$ cat src/rtl/alu_sched_pkg.sv
// Shared types, command constants and latency helper for the ALU request scheduler.
package alu_sched_pkg;

  typedef enum logic [1:0] {IDLE, ISSUE, WAIT, RESP} state_e;

  localparam logic [3:0] CMD_MUL_INC = 4'd9;
  localparam logic [3:0] CMD_MUL_SHL = 4'd10;

  typedef struct packed {
    logic err;
    logic oflow;
    logic cout;
    logic g;
    logic l;
    logic e;
  } flags_t;

  // Multiply commands only exist in arithmetic mode; logic-mode 9/10 use the short path.
  function automatic int unsigned op_latency(input logic        mode,
                                             input logic [3:0]  cmd,
                                             input int unsigned alu_lat,
                                             input int unsigned mul_lat);
    if (mode && (cmd == CMD_MUL_INC || cmd == CMD_MUL_SHL)) return mul_lat;
    return alu_lat;
  endfunction

endpackage

$ cat src/rtl/rr_arbiter.sv
// Combinational round-robin arbiter: grants the first request at or after ptr, wrapping.
module rr_arbiter #(
  parameter  int NUM_REQ = 4,
  localparam int IDX_W   = $clog2(NUM_REQ)
) (
  input  logic [NUM_REQ-1:0] req,
  input  logic [IDX_W-1:0]   ptr,
  output logic [NUM_REQ-1:0] gnt_onehot,
  output logic [IDX_W-1:0]   gnt_idx,
  output logic               any
);

  logic [IDX_W-1:0] idx;

  assign any = |req;

  // Scan farthest-first so the candidate nearest to ptr is the last one written.
  always_comb begin
    gnt_idx = '0;
    idx     = '0;
    for (int k = NUM_REQ - 1; k >= 0; k--) begin
      idx = ptr + IDX_W'(k);
      if (req[idx]) gnt_idx = idx;
    end
    gnt_onehot = any ? (NUM_REQ'(1) << gnt_idx) : '0;
  end

endmodule

$ cat src/rtl/alu_sched.sv
// Round-robin scheduler sharing one ALU between NUM_REQ requesters, one operation at a time.
module alu_sched
  import alu_sched_pkg::*;
#(
  parameter  int NUM_REQ = 4,
  parameter  int WIDTH   = 8,
  parameter  int CMD_W   = 4,
  parameter  int ALU_LAT = 1,
  parameter  int MUL_LAT = 2,
  localparam int IDX_W   = $clog2(NUM_REQ)
) (
  input  logic                     CLK,
  input  logic                     RST,
  input  logic [NUM_REQ-1:0]       REQ_VALID,
  output logic [NUM_REQ-1:0]       REQ_READY,
  input  logic [NUM_REQ-1:0]       REQ_MODE,
  input  logic [NUM_REQ*CMD_W-1:0] REQ_CMD,
  input  logic [NUM_REQ*WIDTH-1:0] REQ_OPA,
  input  logic [NUM_REQ*WIDTH-1:0] REQ_OPB,
  input  logic [NUM_REQ-1:0]       REQ_CIN,
  output logic                     ALU_CE,
  output logic [1:0]               ALU_INP_VALID,
  output logic                     ALU_MODE,
  output logic [CMD_W-1:0]         ALU_CMD,
  output logic [WIDTH-1:0]         ALU_OPA,
  output logic [WIDTH-1:0]         ALU_OPB,
  output logic                     ALU_CIN,
  input  logic [2*WIDTH-1:0]       ALU_RES,
  input  logic                     ALU_ERR,
  input  logic                     ALU_OFLOW,
  input  logic                     ALU_COUT,
  input  logic                     ALU_G,
  input  logic                     ALU_L,
  input  logic                     ALU_E,
  output logic                     RSP_VALID,
  input  logic                     RSP_READY,
  output logic [IDX_W-1:0]         RSP_ID,
  output logic [2*WIDTH-1:0]       RSP_RES,
  output logic [5:0]               RSP_FLAGS
);

  localparam int MAX_LAT = (ALU_LAT > MUL_LAT) ? ALU_LAT : MUL_LAT;
  localparam int CNT_W   = $clog2(MAX_LAT + 1);

  state_e             state_q, state_d;
  logic [IDX_W-1:0]   rr_ptr_q, rr_ptr_d;
  logic [IDX_W-1:0]   gnt_q, gnt_d;
  logic [CNT_W-1:0]   wait_cnt_q, wait_cnt_d;
  logic               mode_q, mode_d;
  logic [CMD_W-1:0]   cmd_q, cmd_d;
  logic [WIDTH-1:0]   opa_q, opa_d;
  logic [WIDTH-1:0]   opb_q, opb_d;
  logic               cin_q, cin_d;
  logic [2*WIDTH-1:0] rsp_res_q, rsp_res_d;
  flags_t             rsp_flags_q, rsp_flags_d;

  logic [NUM_REQ-1:0] arb_onehot;
  logic [IDX_W-1:0]   arb_idx;
  logic               arb_any;

  rr_arbiter #(.NUM_REQ(NUM_REQ)) u_arb (
    .req        (REQ_VALID),
    .ptr        (rr_ptr_q),
    .gnt_onehot (arb_onehot),
    .gnt_idx    (arb_idx),
    .any        (arb_any)
  );

  always_ff @(posedge CLK) begin
    // NOTE: non-blocking so every register updates from the same pre-edge values.
    if (RST) begin
      state_q     <= IDLE;
      rr_ptr_q    <= '0;
      gnt_q       <= '0;
      wait_cnt_q  <= '0;
      mode_q      <= 1'b0;
      cmd_q       <= '0;
      opa_q       <= '0;
      opb_q       <= '0;
      cin_q       <= 1'b0;
      rsp_res_q   <= '0;
      rsp_flags_q <= '0;
    end else begin
      state_q     <= state_d;
      rr_ptr_q    <= rr_ptr_d;
      gnt_q       <= gnt_d;
      wait_cnt_q  <= wait_cnt_d;
      mode_q      <= mode_d;
      cmd_q       <= cmd_d;
      opa_q       <= opa_d;
      opb_q       <= opb_d;
      cin_q       <= cin_d;
      rsp_res_q   <= rsp_res_d;
      rsp_flags_q <= rsp_flags_d;
    end
  end

  always_comb begin
    // NOTE: every _d takes its hold value first, so no path through the case infers a latch.
    state_d     = state_q;
    rr_ptr_d    = rr_ptr_q;
    gnt_d       = gnt_q;
    wait_cnt_d  = wait_cnt_q;
    mode_d      = mode_q;
    cmd_d       = cmd_q;
    opa_d       = opa_q;
    opb_d       = opb_q;
    cin_d       = cin_q;
    rsp_res_d   = rsp_res_q;
    rsp_flags_d = rsp_flags_q;
    unique case (state_q)
      IDLE: if (arb_any) begin
        state_d = ISSUE;
        gnt_d   = arb_idx;
        mode_d  = REQ_MODE[arb_idx];
        cmd_d   = REQ_CMD[int'(arb_idx)*CMD_W +: CMD_W];
        opa_d   = REQ_OPA[int'(arb_idx)*WIDTH +: WIDTH];
        opb_d   = REQ_OPB[int'(arb_idx)*WIDTH +: WIDTH];
        cin_d   = REQ_CIN[arb_idx];
      end
      ISSUE: begin
        state_d    = WAIT;
        wait_cnt_d = CNT_W'(op_latency(mode_q, 4'(cmd_q), ALU_LAT, MUL_LAT));
      end
      WAIT: begin
        wait_cnt_d = wait_cnt_q - CNT_W'(1);
        if (wait_cnt_q == CNT_W'(1)) begin
          state_d     = RESP;
          rsp_res_d   = ALU_RES;
          rsp_flags_d = '{err: ALU_ERR, oflow: ALU_OFLOW, cout: ALU_COUT,
                          g: ALU_G, l: ALU_L, e: ALU_E};
        end
      end
      RESP: if (RSP_READY) begin
        state_d  = IDLE;
        rr_ptr_d = gnt_q + IDX_W'(1);
      end
      default: state_d = IDLE;
    endcase
  end

  // Reset outranks a same-cycle grant, so the accept strobe is masked by RST.
  always_comb begin
    REQ_READY     = (state_q == IDLE && !RST) ? arb_onehot : '0;
    ALU_CE        = (state_q == ISSUE) || (state_q == WAIT);
    ALU_INP_VALID = ALU_CE ? 2'b11 : 2'b00;
    ALU_MODE      = mode_q;
    ALU_CMD       = cmd_q;
    ALU_OPA       = opa_q;
    ALU_OPB       = opb_q;
    ALU_CIN       = cin_q;
    RSP_VALID     = (state_q == RESP);
    RSP_ID        = gnt_q;
    RSP_RES       = rsp_res_q;
    RSP_FLAGS     = rsp_flags_q;
  end

endmodule

$ cat config.mk
export PLATFORM = sky130hd
export DESIGN_NAME = alu_sched
export DESIGN_NICKNAME = d
export VERILOG_FILES = /design/src/rtl/alu_sched_pkg.sv /design/src/rtl/rr_arbiter.sv /design/src/rtl/alu_sched.sv
export SDC_FILE = /design/constraint.sdc
export NUM_CORES = 1
export LEC_CHECK = 0
export CAP_MARGIN = 20
export CORE_UTILIZATION = 37
export CTS_BUF_LIST = sky130_fd_sc_hd__clkbuf_4 sky130_fd_sc_hd__clkbuf_8
export DETAILED_ROUTE_END_ITERATION = 8
export GPL_ROUTABILITY_DRIVEN = 0
export GPL_TIMING_DRIVEN = 0
export MAX_ROUTING_LAYER = met4
export PLACE_DENSITY = 0.94
export SLEW_MARGIN = 20
export SYNTH_ARGS = -nofsm -noshare
export SYNTH_HDL_FRONTEND = slang
export SYNTH_SLANG_ARGS = --single-unit
$ cat constraint.sdc
create_clock -name CLK -period 1.85 [get_ports CLK]
set_clock_uncertainty 0.05 [all_clocks]
set_input_delay 0.37 -clock CLK [delete_from_list [all_inputs] [get_ports CLK]]
set_output_delay 0.37 -clock CLK [all_outputs]
set_load 0.01 [all_outputs]
# Word-level counts from Yosys, hierarchy flattened
# Cells that the tools add are included.
[op_classes]
n_addsub = 5
order_cmp = 5
eq_ne = 9
shifts = 4
n_mux = 28
reduce_logical = 12
[ops]
columns = ["operator", "n"]
rows = [
  ["$shiftx A32 B6 Y8", 2],
  ["$mux W2", 10],
  ["$shiftx A16 B5 Y4", 1],
  ["$lt A2 B3 Y1 const B", 5],
  ["$bmux W1 S2", 6],
  ["$eq A4 B4 Y1 const B", 2],
  ["$mux W1", 8],
  ["$mux W4", 2],
  ["$pmux W2 S4", 1],
  ["$reduce_and A2 Y1", 3],
  ["$add A2 B1 Y2 const B", 2],
  ["$add A2 B2 Y2 const B", 2],
  ["$eq A2 B1 Y1 const B", 2],
  ["$eq A2 B2 Y1 const B", 2],
  ["$ne A2 B1 Y1 const B", 2],
  ["$pmux W2 S2", 1],
  ["$reduce_or A4 Y1", 1],
  ["$shl A1 B2 Y4 const A", 1],
  ["$reduce_and A3 Y1", 1],
  ["$logic_and A1 B1 Y1", 2],
  ["$logic_not A2 Y1", 1],
  ["$logic_or A1 B1 Y1", 2],
  ["$ne A2 B2 Y1 const B", 1],
  ["$reduce_bool A2 Y1", 1],
  ["other kinds (2)", 2],
]
[totals]
regBits = 52
input_bits = 117
out_inout_bits = 54

# Logic depth before layout (Yosys ltp)
# Gate-level depths: netlist of the first run.
[logic_depth]
ltp_word = 10
mapped_depth = 8
mapped_depth_nobuf = 6

# Cells and area by module
# A second synthesis of the first run with hierarchy kept.
[hier_totals]
cells_unflattened = 262
hier_area_um2 = 2672.6
[modules_own_cells]
columns = ["module", "n_inst", "cells_per_inst", "area_each_um2", "seq_area_each_um2"]
rows = [
  ["alu_sched", 1, 233, 2474.9, 1041.0],
  ["rr_arbiter", 1, 29, 197.7, 0.0],
]

# Least setup slack after synthesis of the first run
# OpenSTA, ideal clock, no wires.
[synth_timing]
kind = "input port to output port"
start = "input port REQ_VALID[3]"
end = "output port REQ_READY[0]"
arrival_ns = 1.390
path_slack_ns = 0.040
cell_stages = 7
path_buffers = 2
path_cell_list = "nor4_1 -> nand2b_1 -> nor2_1 -> nand2b_1 -> buf_2 -> buf_2 -> nor2_1"
[synth_between]
elab_chain_len = 9
elab_cells_between_ends = 16
cone_classes = "1 x shift; 14 x mux; 1 x reduce/logical"
[synth_rtl]
columns = ["element", "line_no", "source"]
rows = [
  ["start: declaration", "alu_sched.sv:14", "input logic [NUM_REQ-1:0] REQ_VALID,"],
  ["$bmux W1 S2", "rr_arbiter.sv:23", "if (req[idx]) gnt_idx = idx;"],
  ["$mux W1 (implied by the code)", "rr_arbiter.sv:23", ""],
  ["$mux W2 (4 in a row)", "rr_arbiter.sv:23", ""],
  ["$shl A1 B2 Y4", "rr_arbiter.sv:25", "gnt_onehot = any ? (NUM_REQ'(1) << gnt_idx) : '0;"],
  ["$mux W4 *", "rr_arbiter.sv:25", ""],
  ["$mux W4 *", "alu_sched.sv:144", "REQ_READY = (state_q == IDLE && !RST) ? arb_onehot : '0;"],
  ["end: declaration", "alu_sched.sv:15", "output logic [NUM_REQ-1:0] REQ_READY,"],
]
# Every way passes the cells marked *; elsewhere a longest branch is shown, timed or not. The select of a mux whose other input is x is not followed.

# Worst setup path after layout of the first run
[layout_timing]
start = "register rr_ptr_q[1]"
end = "output port REQ_READY[3]"
[layout_between]
elab_chain_len = 10
elab_cells_between_ends = 18
cone_classes = "3 x add/sub; 1 x shift; 14 x mux"
[layout_rtl]
columns = ["element", "line_no", "source"]
rows = [
  ["start: declaration", "alu_sched.sv:46", "logic [IDX_W-1:0] rr_ptr_q, rr_ptr_d;"],
  ["start signal: assignment", "alu_sched.sv:85", "rr_ptr_q <= rr_ptr_d;"],
  ["$add A2 B2 Y2", "rr_arbiter.sv:22", "idx = ptr + IDX_W'(k);"],
  ["$bmux W1 S2", "rr_arbiter.sv:23", ""],
  ["$mux W1 (implied by the code)", "rr_arbiter.sv:23", ""],
  ["$mux W2 (3 in a row)", "rr_arbiter.sv:23", ""],
  ["$mux W2 *", "rr_arbiter.sv:23", ""],
  ["$shl A1 B2 Y4 *", "rr_arbiter.sv:25", ""],
  ["$mux W4 *", "rr_arbiter.sv:25", ""],
  ["$mux W4 *", "alu_sched.sv:144", ""],
]
# Marks and branches as above.

==> results of run 1 <==
==> critical path, stage by stage (launching register included) <==
cell,delay (ns)
dfxtp_4,0.39
mux2i_4,0.23
nor2_2,0.07
nor3_4,0.24
buf_6,0.15
buf_12,0.11
inv_4,0.03
nor2_1,0.07
buf_2,0.13
==> timing repair <==
item / in CTS / in global routing
endpoints found under the setup margin: 46 / 46
pin swaps: 6 / 12
resized for setup: 64 / 17
gates cloned: 0 / 1
buffers inserted: 10 / 8
==> cell usage in the layout (no fill, tap or decap), types with 5 or more instances in the layout <==
| master | Yosys | layout |
|---|---|---|
| clkdlybuf4s50_1 | 0 | 158 |
| clkbuf_8 | 0 | 5 |
| dfxtp_1 | 52 | 48 |
| buf_4 | 3 | 19 |
| buf_2 | 7 | 9 |
| nor2_1 | 16 | 12 |
| mux2i_1 | 49 | 47 |
| o221ai_1 | 22 | 21 |
| a21oi_1 | 28 | 25 |
| nand2_1 | 72 | 71 |
==> logic make-up after synthesis <==
kind of cell | share of synthesized area [%]
AO/OA/AOI/OAI | 14.4
flip-flops | 40.7
multiplexers | 19.2
adder cells (fa/ha/maj) | 2.44
buffers and inverters | 6.55
XOR/XNOR | 0.684
AND/OR/NAND/NOR | 16.1
==> area by class of cell <==
cell class	count	area, sq um	share of cell area, %
Buffer	21	171	3.62
Inverter	8	32.5	0.686
Tap cell	77	96.3	2.03
Clock inverter	2	12.5	0.264
Multi-Input combinational cell	210	1460	30.7
Timing Repair Buffer	189	1850	39.1
Sequential cell	52	1050	22.1
Clock buffer	5	68.8	1.45
==> per-stage QoR <==
step	cells	util, %	setup TNS (ns)	power [mW]	setup slack [ns]
after global routing	564	72.6	-5.02	4.82	-0.389
final	564	72.6	-2.43	4.56	-0.288
after CTS	555	70.3	-1.48	4.47	-0.223
after detailed placement	538	66.7	-16.85	3.66	-1.18
after global placement	538	66.7	-15.28	3.59	-1.13
after floorplan	291	-	0	2.60	0.0399
==> sequential cells by signal, indices dropped and copies added, names as in the netlist <==
name / flops
rr_ptr_q: 2
state_q: 2
ALU_CMD: 4
RSP_RES: 16
ALU_MODE: 1
ALU_CIN: 1
RSP_FLAGS: 6
ALU_OPB: 8
ALU_OPA: 8
wait_cnt_q: 2
RSP_ID: 2
==> per-layer routing <==
layer | track usage, % | part of all wire [%] | vias up
met3 | 5.16 | 6.8 | 7
li1 | - | - | 1411
met4 | 4.93 | 0.97 | 0
met2 | 47.0 | 53 | 124
met1 | 27.0 | 40 | 1346
met5 | - | 0 | -
==> power by group through the flow <==
| stage | registers (mW) | logic [mW] | clock network [mW] |
|---|---|---|---|
| finish | 1.53 | 2.41 | 0.624 |
| global route | 1.56 | 2.58 | 0.685 |
| CTS | 1.53 | 2.30 | 0.636 |
| detailed placement | 1.55 | 2.11 | 0 |
| global placement | 1.53 | 2.05 | 0 |
| floorplan | 1.62 | 0.980 | 0 |
==> how the worst max path moves through the flow <==
| stage | to | slack [ns] | start |
|---|---|---|---|
| finish | REQ_READY[3] | -0.29 | rr_ptr_q[1] |
| global route | REQ_READY[3] | -0.39 | rr_ptr_q[1] |
| CTS | REQ_READY[3] | -0.22 | rr_ptr_q[1] |
| detailed placement | REQ_READY[2] | -1.18 | REQ_VALID[3] |
| global placement | REQ_READY[1] | -1.13 | REQ_VALID[3] |
| floorplan | REQ_READY[0] | 0.04 | REQ_VALID[3] |
==> results.py, run 1 <==
metrics = {
    "routing": {
        "drt-vias-per-instance": 5.12,
        "drt_pass1_iterations": 4,
        "routed-via-count": 2888,
        "drt_wl_total_um": 9000,
        "drt_first_iter_violations": 119,
        "post-route-drc-count": 0,
        "antenna_left": 0,
        "routed_wire_length_per_instance_um": 15.9,
    },
    "critical_path": {
        "reg2reg_slack_ns": -0.11,
        "cp-start-kind": "flop",
        "depth_of_the_worst_register_to_register_path": 9,
        "worstPathRequired_ns": 1.43,
        "worstPathMaxFanout": 5,
        "cp.arrival_ns": 1.72,
        "critical_path.reg2reg.endpoint": "ALU_OPB[6]",
        "r2r_start": "rr_ptr_q[1]",
        "critical_path.endpoint_type": "primary output",
        "worst-setup-path-type": "flop to primary output",
    },
    "worst_hold_path": {
        "worstHoldEndpoint": "RSP_FLAGS[5]",
        "hold_crit_depth": 2,
        "hold_path_class": "flop to flop",
        "timing.hold.worst.start": "RSP_FLAGS[5]",
    },
    "place": {
        "dpl.hpwl_um": 6780,
        "placement.cell_area_sq_um": 4360,
        "port-buffer-count": 170,
    },
    "sta": {
        "max_freq_ghz": 0.468,
        "unrepaired_setup_endpoints_after_global_routing": "true",
        "slew_violations": 0,
        "setup_viol_count_final": 23,
        "timing.slew.headroom_pct": 68.3,
        "final.min_clock_period_ns": 2.14,
        "timing_hold_violations_final": 0,
        "timing.final.ws_setup_ns": -0.288,
        "worstMarginPinSlew_ns": 0.475,
        "final.period_utilization_pct": 116,
        "worst_hold_margin_ns": 0.410,
    },
    "final_layout": {
        "insertedDiodeCount": 0,
        "n_fill_cell": 516,
        "num-nets-final": 609,
        "fin_area_sq_um": 4740,
        "final_layout_size_suffix_gt1_share_pct": 15.6,
        "area.growth.synth_to_final_pct": 85.1,
    },
    "clocking": {
        "count_of_h_tree_levels_built_during_cts": 2,
        "clock_insertion_delay_worst_skew_ns": 0.30,
        "cts_max_path_buffers": 2,
        "cts_tree": "done",
        "cts_made_buffers": 5,
        "tritoncts_num_sinks": 52,
        "clk_transition_reported_paths_ns": 0.09,
        "clock-root-buffer": "clkbuf_8",
        "ctsHoldBuffers": 0,
    },
    "yosys": {
        "avgSynthCellArea_sq_um": 8.80,
        "synth.yosys.warnings": 0,
        "synth_flop_cell": "dfxtp_1",
        "synth.top_cells.by_count": "nand2_1, dfxtp_1, mux2i_1",
        "syn-num-nets": 413,
        "number_of_enable_type_register_cells_in_the_synthesized_netlist": 0,
        "synth-seq-area-share_pct": 40.7,
        "netlist-cell-type-count": 30,
        "yosys.cell_count.top_type": "nand2_1",
        "synth.ff_latch_count": 52,
        "yosys-top-cells-area": "dfxtp_1, mux2i_1, nand2_1",
        "postSynth.asyncResetShare_pct": 0,
        "synth.largest_area_cell": "dfxtp_1",
        "synthesis.area_sq_um": 2560,
        "syn-instance-count": 291,
        "netlist.area_leader.share_pct": 40.7,
    },
    "power_and_ir_drop": {
        "peakVddDrop_uv": 454,
        "clock_power_share_pct": 13.7,
        "seq_power_share_pct": 33.6,
        "switching_share_pct": 34.5,
        "p_per_area_nw_per_um2": 962,
        "p_leak_nw": 1.81,
        "pwr-share-comb_pct": 52.7,
        "power_switching_mw": 1.57,
        "internal_power_mw": 2.99,
    },
    "global_route": {
        "track_usage_pct": 25.0,
        "grt_antenna_before_repair": 0,
        "grt-ovfl-total": 0,
        "grt_max_degree": 16,
        "grt_pass1_vias": 2916,
        "global_route_wire_length_before_repair_um": 13800,
    },
    "floorplan": {
        "core_area_sq_um": 6530,
        "floorplan.io_pins": 171,
        "initial_utilization_pct": 39.2,
        "floorplan.rows": 29,
        "horizontal_die_dimension_um": 85.2,
        "fp.dieArea_sq_um": 7260,
        "die_h_um": 85.2,
    },
    "run_status": {
        "status": "finished, violations left",
        "violated_checks": "negative setup slack",
    },
    "run": {
        "max-cap-violations": 0,
    },
}
(Power assumes the default switching activity.)
==> inputs of run 2 (changes only) <==
Settings changed: ABC_AREA set to 1, CORE_UTILIZATION 37 to 42, HOLD_SLACK_MARGIN set to 0.15, MAX_ROUTING_LAYER met4 to not set, PLACE_DENSITY 0.94 to 0.95.
==> run 2 against run 1 <==
The flow still finishes with violations (negative setup slack). Core utilization is 9.6 points higher. Non-clock buffer count increased by 29. Routed wire length grew 65%. Power rose by 59%. Fmax shrank 12%. Final cell count is 58% higher. Via count is 64% higher. Register-to-register slack got worse by 0.25 ns. Die area increased by 16%. Critical path type unchanged. Highest routed layer unchanged.
==> results.py, run 2 <==
metrics = {
    "floorplan": {
        "floorplan.io_pins": 171,
        "floorplan.rows": 32,
        "fp.dieArea_sq_um": 8390,
        "die_h_um": 91.6,
        "core_area_sq_um": 7770,
        "initial_utilization_pct": 43.4,
        "horizontal_die_dimension_um": 91.6,
    },
    "critical_path": {
        "worstPathRequired_ns": 1.43,
        "worst-setup-path-type": "flop to primary output",
        "cp.arrival_ns": 2.00,
        "critical_path.endpoint_type": "primary output",
        "worstPathMaxFanout": 10,
        "cp-start-kind": "flop",
    },
    "sta": {
        "final.period_utilization_pct": 131,
        "timing_hold_violations_final": 0,
        "worst_hold_margin_ns": 0.446,
        "setup_viol_count_final": 27,
        "unrepaired_setup_endpoints_after_global_routing": "true",
        "slew_violations": 0,
        "final.min_clock_period_ns": 2.42,
        "worstMarginPinSlew_ns": 0.644,
        "setup_total_negative_slack_ns": -8.71,
        "timing.final.ws_setup_ns": -0.574,
        "timing.slew.headroom_pct": 57.1,
        "max_freq_ghz": 0.413,
    },
    "final_layout": {
        "num-nets-final": 908,
        "most-common-layout-cells": "clkdlybuf4s50_1, inv_1, nor2_1, nand3_2, nand3_1",
        "layout.cells.most_common": "clkdlybuf4s50_1",
        "layout.core_utilization_pct": 82.2,
        "insertedDiodeCount": 0,
        "final_layout_size_suffix_gt1_share_pct": 26.2,
        "area.growth.synth_to_final_pct": 89.2,
        "max_reg_flops": 16,
    },
    "power_and_ir_drop": {
        "clock_power_share_pct": 9.6,
        "p_per_area_nw_per_um2": 1140,
        "peakVddDrop_uv": 685,
        "power_switching_mw": 3.20,
        "p_leak_nw": 3.17,
        "internal_power_mw": 4.06,
        "pwr-share-comb_pct": 65.8,
        "total_power_mw": 7.26,
        "switching_share_pct": 44.1,
        "seq_power_share_pct": 24.6,
    },
    "clocking": {
        "clock_insertion_delay_worst_skew_ns": 0.31,
        "clock-root-buffer": "clkbuf_8",
        "clk_transition_reported_paths_ns": 0.10,
        "cts_made_buffers": 5,
        "count_of_h_tree_levels_built_during_cts": 2,
        "tritoncts_num_sinks": 52,
        "cts_max_path_buffers": 2,
        "cts_tree": "done",
    },
    "routing": {
        "drt_pass1_iterations": 8,
        "drt_wl_total_um": 14900,
        "routed_wire_length_per_instance_um": 16.7,
        "drt-vias-per-instance": 5.33,
        "drt_first_iter_violations": 329,
        "post-route-drc-count": 0,
        "antenna_left": 0,
        "routed-via-count": 4740,
    },
    "yosys": {
        "synth.top_cells.by_count": "inv_1, nand3_1, nor2_1",
        "yosys.cell_count.top_type": "inv_1",
        "number_of_enable_type_register_cells_in_the_synthesized_netlist": 0,
        "netlist.area_leader.share_pct": 30.9,
        "synth.yosys.warnings": 0,
        "synth-seq-area-share_pct": 30.9,
        "syn-num-nets": 695,
        "synth.largest_area_cell": "dfxtp_1",
        "netlist-cell-type-count": 27,
        "synth.ff_latch_count": 52,
        "syn-instance-count": 573,
        "synthesis.area_sq_um": 3370,
        "synth_flop_cell": "dfxtp_1",
        "avgSynthCellArea_sq_um": 5.89,
        "yosys-top-cells-area": "dfxtp_1, nand3_1, inv_1",
        "postSynth.asyncResetShare_pct": 0,
    },
    "run_status": {
        "violated_checks": "negative setup slack",
        "status": "finished, violations left",
    },
    "place": {
        "port-buffer-count": 170,
        "dpl.hpwl_um": 9140,
        "detailedPlace.worstSlack_ns": -1.31,
    },
    "global_route": {
        "grt-ovfl-total": 0,
        "grt_max_degree": 19,
        "global_route_wire_length_before_repair_um": 21300,
        "grt_antenna_before_repair": 0,
        "grt_pass1_vias": 4594,
        "track_usage_pct": 32.1,
    },
    "worst_hold_path": {
        "hold_path_class": "flop to flop",
    },
    "run": {
        "max-cap-violations": 0,
    },
}
[run 2: changes by cell type in the layout (fill, tap and decap cells not counted), moves of 24 or more]
cell / delta
nand3_2: +62
nor2_1: +76
nand3_1: +54
mux2i_1: -47
nand2_2: +29
o21ai_0: +27
nand2_1: -24
inv_1: +118
[run 2: metrics by stage]
stage	instances	cell area (sq um)
finish	889	6380
global route	889	6380
CTS	880	5990
detailed placement	845	5260
global placement	845	5260
floorplan	573	3430
[run 2: worst paths after layout]
check | startpoint | to | slack (ns) | depth (start not counted)
setup reg to reg | rr_ptr_q[0] | ALU_OPB[4] | -0.36 | 15
hold / removal | RSP_RES[13] | RSP_RES[13] | 0.45 | 2
setup / recovery | rr_ptr_q[0] | REQ_READY[0] | -0.57 | 13
hold reg to reg | RSP_RES[13] | RSP_RES[13] | 0.45 | 2
[run 2: cells by family after synthesis]
kind of cell             Yosys count  share of synthesized area [%]
flip-flops                        52                           30.9
AND/OR/NAND/NOR                  309                           40.2
XOR/XNOR                           2                          0.519
buffers and inverters            164                           20.0
AO/OA/AOI/OAI                     41                           6.53
adder cells (fa/ha/maj)            5                           1.85
[run 2: layer usage]
metal	vias up	share of wire (%)	track usage, %	wire length [um]
li1	2162	-	-	-
met1	2198	37	34.9	5470
met2	308	51	59.2	7570
met3	72	8.1	6.47	1210
met4	0	4.0	14.8	600
met5	-	0	0	0
[run 2: final cells by class]
type / instances / area [sq um]
Clock inverter: 3 / 25.0
Multi-Input combinational cell: 357 / 2270
Fill cell: 462 / 1390
Tap cell: 102 / 128
Clock buffer: 5 / 68.8
Timing Repair Buffer: 206 / 2050
Sequential cell: 52 / 1050
Buffer: 33 / 285
Inverter: 131 / 502
[run 2: repair_timing]
item | 4_1_cts | 5_1_grt
hold endpoints to repair | 0 | 0
buffers inserted | 21 | 11
cloned | 7 | 0
gates resized for setup | 145 | 81
setup endpoints to repair | 32 | 29
hold buffers | 0 | 0
pin swaps | 36 | 41
[run 2: worst max-delay path: stages (launching register included)]
cell	delay [ns]
dfxtp_4	0.40
buf_8	0.14
inv_8	0.05
nand2_4	0.07
nand3_2	0.08
nand3_1	0.09
nand2_1	0.08
nand2_2	0.09
nand2_1	0.09
nand2_2	0.10
nand2_4	0.07
buf_8	0.14
nor2_1	0.13
buf_2	0.16
[run 2: power groups by stage]
stage / Combinational [mW] / Clock, mW / Sequential (mW)
2_1_floorplan: 1.85 / 0 / 1.88
3_3_place_gp: 3.42 / 0 / 1.75
3_5_place_dp: 3.54 / 0 / 1.78
4_1_cts: 4.17 / 0.694 / 1.77
5_1_grt: 5.09 / 0.750 / 1.82
6_report: 4.78 / 0.694 / 1.79
==> inputs of run 3 (changes only) <==
Settings changed: PLACE_DENSITY 0.95 to 0.86.
==> run 3 against run 2 <==
The run still ends with negative setup slack left. Combinational power fell by 15%. Critical endpoint is now REQ_READY[3]. Worst setup slack improved by 0.11 ns. First-iteration DRC count down 39%. Sequential power is 3% lower. Non-clock buffer count down 19. Cell area fell by 9.6%. Global-route usage shrank 3.6 points. Register-to-register slack hardly changed. Core utilization shrank 7.9 points. Highest routed layer unchanged. Sequential cell count is the same.
==> results.py, run 3 (synthesis results as in run 2) <==
metrics = {
    "final_layout": {
        "layout.core_utilization_pct": 74.2,
        "insertedDiodeCount": 0,
        "area.growth.synth_to_final_pct": 70.9,
        "most-common-layout-cells": "clkdlybuf4s50_1, inv_1, nand3_1, nor2_1, nand2_1",
        "final_layout_size_suffix_gt1_share_pct": 12.6,
        "layout.cells.most_common": "clkdlybuf4s50_1",
        "max_reg_flops": 16,
        "num-nets-final": 889,
    },
    "routing": {
        "routed-via-count": 4301,
        "routed_wire_length_per_instance_um": 13.8,
        "post-route-drc-count": 0,
        "drt-vias-per-instance": 4.94,
        "antenna_left": 0,
        "drt_first_iter_violations": 201,
        "drt_pass1_iterations": 5,
        "drt_wl_total_um": 12000,
    },
    "place": {
        "port-buffer-count": 170,
        "dpl.hpwl_um": 8840,
        "detailedPlace.worstSlack_ns": -1.25,
    },
    "clocking": {
        "clk_transition_reported_paths_ns": 0.09,
        "clock-root-buffer": "clkbuf_8",
        "cts_tree": "done",
        "clock_insertion_delay_worst_skew_ns": 0.30,
        "tritoncts_num_sinks": 52,
        "cts_max_path_buffers": 2,
        "count_of_h_tree_levels_built_during_cts": 2,
        "cts_made_buffers": 5,
    },
    "floorplan": {
        "horizontal_die_dimension_um": 91.6,
        "die_h_um": 91.6,
        "initial_utilization_pct": 43.4,
        "floorplan.io_pins": 171,
        "fp.dieArea_sq_um": 8390,
        "floorplan.rows": 32,
        "core_area_sq_um": 7770,
    },
    "run_status": {
        "status": "finished, violations left",
        "violated_checks": "negative setup slack",
    },
    "critical_path": {
        "critical_path.endpoint_type": "primary output",
        "worstPathMaxFanout": 9,
        "worst-setup-path-type": "flop to primary output",
        "cp.arrival_ns": 1.89,
        "worstPathRequired_ns": 1.43,
        "cp-start-kind": "flop",
    },
    "sta": {
        "final.period_utilization_pct": 125,
        "slew_violations": 0,
        "timing.slew.headroom_pct": 67.7,
        "timing.final.ws_setup_ns": -0.459,
        "worst_hold_margin_ns": 0.441,
        "max_freq_ghz": 0.433,
        "unrepaired_setup_endpoints_after_global_routing": "true",
        "timing_hold_violations_final": 0,
        "worstMarginPinSlew_ns": 0.485,
        "final.min_clock_period_ns": 2.31,
        "setup_viol_count_final": 26,
    },
    "power_and_ir_drop": {
        "peakVddDrop_uv": 526,
        "p_per_area_nw_per_um2": 1120,
        "total_power_mw": 6.49,
        "internal_power_mw": 3.77,
        "clock_power_share_pct": 10.3,
        "switching_share_pct": 41.9,
        "seq_power_share_pct": 26.8,
        "pwr-share-comb_pct": 62.9,
        "p_leak_nw": 2.90,
        "power_switching_mw": 2.71,
    },
    "worst_hold_path": {
        "hold_path_class": "flop to flop",
    },
    "global_route": {
        "grt_antenna_before_repair": 0,
        "track_usage_pct": 28.5,
        "grt_max_degree": 18,
        "grt_pass1_vias": 4138,
        "grt-ovfl-total": 0,
        "global_route_wire_length_before_repair_um": 19100,
    },
    "run": {
        "max-cap-violations": 0,
    },
}
==> run 3: cell types whose count changed in the layout (fill, tap and decap cells not counted), sizes merged <==
cell,previous run,this run
clkinvlp,1,2
clkinv,0,1
buf,61,40
dlymetal6s2s,0,1
bufbuf,0,1
inv,133,131
==> run 3: layout make-up <==
cell class / count / area [sq um]
multi-input cells: 357 / 1850
repair buffers: 188 / 1860
flip-flops and latches: 52 / 1050
well taps: 102 / 128
inverters: 131 / 499
fillers: 610 / 2000
clock inverters: 3 / 23.8
clock buffers: 5 / 68.8
plain buffers: 32 / 285
==> run 3: path summary, 6_finish.rpt <==
path              cells past startpoint      endpoint  slack [ns]        start
setup / recovery                     11  REQ_READY[3]       -0.46  rr_ptr_q[0]
hold / removal                        2    RSP_RES[6]        0.44   RSP_RES[6]
setup reg to reg                     15    ALU_OPB[1]       -0.35  rr_ptr_q[0]
hold reg to reg                       2    RSP_RES[6]        0.44   RSP_RES[6]
==> run 3: routing by layer <==
| layer | share of wire [%] | global-route usage [%] |
|---|---|---|
| met2 | 50 | 51.2 |
| met3 | 9.6 | 6.72 |
| met1 | 38 | 32.6 |
| met4 | 2.3 | 10.6 |
| met5 | 0 | 0 |
==> run 3: through the flow <==
stage	instance area (sq um)	TNS (ns)	instances
2_1_floorplan	3430	-0.0665	573
3_3_place_gp	5260	-17.03	845
3_5_place_dp	5260	-19.80	845
4_1_cts	5670	-3.22	867
5_1_grt	5770	-9.35	870
6_report	5770	-6.55	870
==> run 3: critical path, cell delays in order (launching register included) <==
cell and delay, ns:
dfxtp_2 0.34, buf_8 0.14, nand2_2 0.08, nor2_1 0.18
nor2_4 0.08, nand3_4 0.11, nand3_4 0.14, nand2_8 0.10
buf_8 0.10, nand3_4 0.08, nor2_4 0.14, buf_6 0.11
==> run 3: what timing repair did <==
action                     4_1_cts  5_1_grt
gates resized for setup         83       20
pin swaps                        8        6
hold buffers                     0        0
setup buffers                   13        3
setup endpoints to repair       32       30
cloned                           2        0
==> run 3: power by group through the flow <==
| stage | Clock [mW] | Sequential, mW | Combinational (mW) |
|---|---|---|---|
| 4_1_cts | 0.683 | 1.73 | 3.94 |
| 3_5_place_dp | 0 | 1.75 | 3.55 |
| 2_1_floorplan | 0 | 1.88 | 1.85 |
| 6_report | 0.671 | 1.74 | 4.08 |
| 3_3_place_gp | 0 | 1.73 | 3.46 |
| 5_1_grt | 0.737 | 1.79 | 4.43 |
